`config.mk`:
```
export PLATFORM = sky130hd
export DESIGN_NAME = regfile_sb
export DESIGN_NICKNAME = d
export VERILOG_FILES = /design/src/rtl/proc_pkg.sv /design/src/rtl/decoder_32.sv /design/src/rtl/regfile_reg32.sv /design/src/rtl/regfile_sb.sv
export SDC_FILE = /design/constraint.sdc
export NUM_CORES = 2
export LEC_CHECK = 0
export BUFFER_PORTS_ARGS = -buffer_cell sky130_fd_sc_hd__buf_2
export CAP_MARGIN = 30
export CORE_MARGIN = 1.5
export CORE_UTILIZATION = 58
export DETAILED_ROUTE_END_ITERATION = 10
export HOLD_SLACK_MARGIN = 0.03
export PLACE_DENSITY = 0.9
export SLEW_MARGIN = 20
export SYNTH_ARGS = -nofsm -noshare
export SYNTH_HDL_FRONTEND = slang
export SYNTH_HIERARCHICAL = 1
export SYNTH_SLANG_ARGS = --single-unit
```
`constraint.sdc`:
```
create_clock -name clock -period 2.09 [get_ports clock]
set_input_delay 0.209 -clock clock [delete_from_list [all_inputs] [get_ports clock]]
set_output_delay 0.209 -clock clock [all_outputs]
set_load 0.005 [all_outputs]
```
`src/rtl/proc_pkg.sv`:
```
// proc_pkg: shared register-file addressing constants and types
package proc_pkg;
    localparam int REG_ADDR_W = 5;
    localparam int NUM_REGS = 32;
    typedef logic [REG_ADDR_W-1:0] reg_addr_t;
    localparam reg_addr_t ZERO_REG = reg_addr_t'(0);
endpackage

```
`src/rtl/decoder_32.sv`:
```
// decoder_32: 5-to-32 one-hot register address decoder
module decoder_32
    import proc_pkg::*;
(
    input  logic [REG_ADDR_W-1:0] sel,
    output logic [NUM_REGS-1:0]   onehot
);
    assign onehot = NUM_REGS'(1) << sel;
endmodule

```
`src/rtl/regfile_reg32.sv`:
```
// regfile_reg32: one register with async active-low clear and write enable
module regfile_reg32 #(
    parameter int DATA_W = 32
) (
    input  logic              clock,
    input  logic              reset_n,
    input  logic              we,
    input  logic [DATA_W-1:0] d,
    output logic [DATA_W-1:0] q
);
    // load on write enable, clear immediately on reset
    always_ff @(posedge clock or negedge reset_n)
        if (!reset_n) q <= '0;
        else if (we) q <= d;
endmodule

```
`src/rtl/regfile_sb.sv`:
```
// regfile_sb: 32x DATA_W register file with write bypass and pending scoreboard
module regfile_sb
    import proc_pkg::*;
#(
    parameter int DATA_W = 32
) (
    input  logic                  clock,
    input  logic                  reset_n,
    input  logic                  ctrl_writeEnable,
    input  logic [REG_ADDR_W-1:0] ctrl_writeReg,
    input  logic [DATA_W-1:0]     data_writeReg,
    input  logic [REG_ADDR_W-1:0] ctrl_readRegA,
    input  logic [REG_ADDR_W-1:0] ctrl_readRegB,
    output logic [DATA_W-1:0]     data_readRegA,
    output logic [DATA_W-1:0]     data_readRegB,
    input  logic                  ctrl_issue,
    input  logic [REG_ADDR_W-1:0] ctrl_issueReg,
    output logic                  stall_A,
    output logic                  stall_B,
    output logic                  issue_conflict,
    output logic [NUM_REGS-1:0]   pending
);
    logic [DATA_W-1:0] rf [NUM_REGS];
    logic [NUM_REGS-1:0] wr_dec, we_vec, iss_dec, set_vec, pend_q, pend_d;
    logic wr_valid, byp_a, byp_b, iss_ok;

    decoder_32 u_wdec (.sel(ctrl_writeReg), .onehot(wr_dec));
    decoder_32 u_idec (.sel(ctrl_issueReg), .onehot(iss_dec));

    assign we_vec = wr_dec & {NUM_REGS{ctrl_writeEnable}};
    assign rf[0] = '0;

    genvar g;
    for (g = 1; g < NUM_REGS; g++) begin : g_reg
        regfile_reg32 #(.DATA_W(DATA_W)) u_reg (
            .clock(clock), .reset_n(reset_n), .we(we_vec[g]), .d(data_writeReg), .q(rf[g])
        );
    end

    // read muxes with write bypass, stall/conflict detection and next scoreboard
    always_comb begin
        wr_valid = ctrl_writeEnable && ctrl_writeReg != ZERO_REG;
        byp_a = wr_valid && ctrl_writeReg == ctrl_readRegA;
        byp_b = wr_valid && ctrl_writeReg == ctrl_readRegB;
        data_readRegA = byp_a ? data_writeReg : rf[ctrl_readRegA];
        data_readRegB = byp_b ? data_writeReg : rf[ctrl_readRegB];
        stall_A = pend_q[ctrl_readRegA] && !byp_a;
        stall_B = pend_q[ctrl_readRegB] && !byp_b;
        issue_conflict = ctrl_issue && ctrl_issueReg != ZERO_REG && pend_q[ctrl_issueReg]
                         && !(wr_valid && ctrl_writeReg == ctrl_issueReg);
        iss_ok = ctrl_issue && ctrl_issueReg != ZERO_REG && !issue_conflict;
        set_vec = iss_ok ? iss_dec : '0;
        pend_d = ((pend_q & ~we_vec) | set_vec) & ~NUM_REGS'(1);
    end

    // scoreboard register; set applied after clear so a new producer wins
    always_ff @(posedge clock or negedge reset_n)
        if (!reset_n) pend_q <= '0;
        else pend_q <= pend_d;

    assign pending = pend_q;
endmodule

```
==> results of run 1 <==
per-layer routing:
layer  GRT overflow  track usage, %
met5              0            57.1
met4             46            68.9
met3              6            71.0
met2             40            85.4
met1              0            69.2
metrics by stage:
stage                     area [um^2]  cells  hold WS (ns)
after floorplan                 61200   3987       -0.0866
after global placement          66300   5636         0.136
after detailed placement        66300   5636         0.137
after CTS                       72900   5930        0.0450
repair_timing:
item	4_1_cts
hold buffers	7
pin swaps	172
endpoints found under the hold margin	925
gates resized for setup	427
setup endpoints to repair	72
setup buffers	135
==> out/metrics.yaml, run 1 <==
haltStage: "global routing (5_1_grt)"
cts_buffers: 103
clk_path_buf_depth: 3
syn_inst: 3987
yosys_warnings: 6
firstError: "[ERROR GRT-0232] Routing congestion too high. Check the congestion heatmap in the GUI."
grt_usage_pct: 73.9
antenna_found_initial: 41
cts_sinks: 1023
syn-num-nets: 4043
port_buffers: 153
clockRootBuffer: "clkbuf_16"
dpl_worst_slack_ns: -0.617
htree_levels: 3
io_pins: 155
dp.final_hpwl_mm: 136
grt_max_degree: 119
grt-worst-endpoint: "data_readRegB[7]"
avgSynthCellArea_um2: 15.3
num_rows: 118
status: "aborted with a tool error"
die_h_um: 328
grt-ovfl-total: 92
netlist_area_mm2: 0.0612
start_util_pct: 58.8
die_w_um: 328
worstEndpointType: "output port"
routabilityCongestion: 0.954
==> inputs of run 2 (changes only) <==
Settings changed: CORE_UTILIZATION 58 to 40, HOLD_SLACK_MARGIN 0.03 to not set, PLACE_DENSITY 0.9 to not set, PLACE_DENSITY_LB_ADDON set to 0.15.
Clock period 2.09 ns to 2.7 ns, I/O delays scaled along.
==> run 2 against run 1 <==
Synthesized cell count stayed put. The flow now finishes, with violations (negative setup slack). Area after synthesis unchanged.
==> out/metrics.yaml, run 2 <==
crit_start: "g_reg[31].u_reg/q[30]"
grt_max_degree: 85
die_w_um: 394  # was 328 um
route.vias.total: 38927
grt_first_pass_wirelength_mm: 302
routabilityCongestion: 0.831  # was 0.954
status: "complete, but fails checks"  # was aborted with a tool error
netlist_area_mm2: 0.0612  # unchanged
die-area_mm2: 0.155
cts_tree: "done"
highest_layer: "met5"
htree_levels: 3  # unchanged
drt_iter0_markers: 3451
final_cell_mix: "1000 x dfrtp_1, 931 x mux2_4, 411 x mux4_2"
path_max_fanout: 3
grt-ovfl-total: 0
hp-class: "input pin to async pin"
fillers: 13102
drtPass1Iterations: 5
max_freq_mhz: 340
ant_nets: 0
irDropWorstVdd_v: 0.000600
antenna_found_initial: 8
fin_ws_ns: -0.242
met2_length_mm: 93.1
p_leak_uw: 0.0306
clk_path_buf_depth: 3  # unchanged
reg2reg_depth: 7
power_density_mw_per_mm2: 714
cp-start-kind: "flip-flop"
cp-end-kind: "primary output"
syn-num-nets: 4043  # unchanged
yosys_warnings: 6  # unchanged
met3_length_mm: 12.6
largest_reg_flops: 992
cts_sinks: 1023  # unchanged
drv_cap: 0
die_h_um: 394  # was 328 um
wl_per_cell_um: 32.0
syn_inst: 3987  # unchanged
syn2layout_area_growth_pct: 17.5
min_period_ns: 2.94
crit_arrival_ns: 2.67
criticalPathCategory: "flip-flop to primary output"
grt_usage_pct: 26.3
drive_gt1_share_pct: 57.8
final_common_cell: "dfrtp_1"
io_pins: 155  # unchanged
fin_cells: 6436
worst_slew_pin_slew_ns: 0.941
core_area_mm2: 0.152
clockRootBuffer: "clkbuf_16"  # unchanged
placed_cells: 6164  # was 5636
top_register: "g.u_reg/q"
drc_errors: 0
avgSynthCellArea_um2: 15.3  # unchanged
layout.nets: 4359
drv_slew: 0
fin_skew_ns: 0.0102
setup_viol: 8
port_buffers: 153  # unchanged
clkTransAtPathRegs_ns: 0.06
num_rows: 143  # was 118
insertion_delay_ns: 0.74
wirelength_mm: 206
start_util_pct: 40.3  # was 58.8%
met1Wirelength_mm: 96.0
dp.final_hpwl_mm: 134  # was 136 mm
required_ns: 2.43
cts_buffers: 118  # was 103
viasPerCell: 6.05
total_power_uw: 51300
fin_crit_sh_pct: 109
regToRegStartpoint: "pending[31]"
max_slew_margin_pct: 37.3
hold_viol_final: 0
rsz0062_at_grt: "yes"
grt_pass1_vias: 40390
violations: "negative setup slack"
## run 2: repair_timing
action | CTS | global route
cloned | 0 | 1
endpoints found under the hold margin | 548 | 0
hold buffers | 10 | 0
setup endpoints to repair | 55 | 58
pin swaps | 70 | 70
buffers inserted | 40 | 19
gates resized for setup | 225 | 94
## run 2: metal layers
| metal | vias up | GRT usage [%] |
|---|---|---|
| li1 | 16117 | - |
| met1 | 21212 | 39.3 |
| met2 | 1345 | 39.7 |
| met3 | 249 | 4.77 |
| met4 | 4 | 5.77 |
| met5 | - | 0 |
## run 2: final timing paths
kind                            slack (ns)               endpoint
min in group clock                    0.08   g_reg[30].u_reg/q[0]
worst min-delay path                  0.06            pending[10]
worst min register to register        0.53   g_reg[13].u_reg/q[3]
worst max-delay path                 -0.24      data_readRegA[30]
max in group asynchronous             1.62  g_reg[11].u_reg/q[19]
worst max register to register        0.67            pending[25]
## run 2: power breakdown
group / total (uW) / switching, uW / internal, uW
sequential: 21100 / 2690 / 18400
combinational: 13100 / 4920 / 8210
clock: 17100 / 6990 / 10100
total: 51300 / 14600 / 36700
## run 2: stage by stage
step / utilization (%) / setup WS, ns / area, um^2 / hold slack (ns) / TNS [ns]
floorplan: - / 0.531 / 61200 / -0.0256 / 0
global placement: 43.3 / -0.159 / 65800 / 0.244 / -1.17
CTS: 46.9 / -0.280 / 71200 / 0.00897 / -1.99
detailed placement: 43.3 / -0.143 / 65800 / 0.237 / -0.937
finish: 47.3 / -0.242 / 71900 / 0.0619 / -0.904
global route: 47.3 / -0.289 / 71800 / 0.0482 / -2.08
## run 2: worst max-delay path, cell delays in order, from the launching register on
cell and delay (ns):
dfrtp_1 0.39, mux4_2 0.49, mux4_2 0.54, nand3b_1 0.16, o311ai_4 0.16, buf_2 0.18
## run 2: cell type report
type | count | area [um^2] | share of cell area, %
Inverter | 3 | 11.3 | 0.0157
Sequential cell | 1023 | 25600 | 35.7
Clock buffer | 174 | 3540 | 4.92
Tap cell | 2030 | 2540 | 3.53
Timing Repair Buffer | 577 | 5900 | 8.21
Clock inverter | 45 | 583 | 0.811
Multi-Input combinational cell | 2580 | 33600 | 46.8
Antenna cell | 4 | 10.0 | 0.0139
Power figures use the tool's default switching activity.
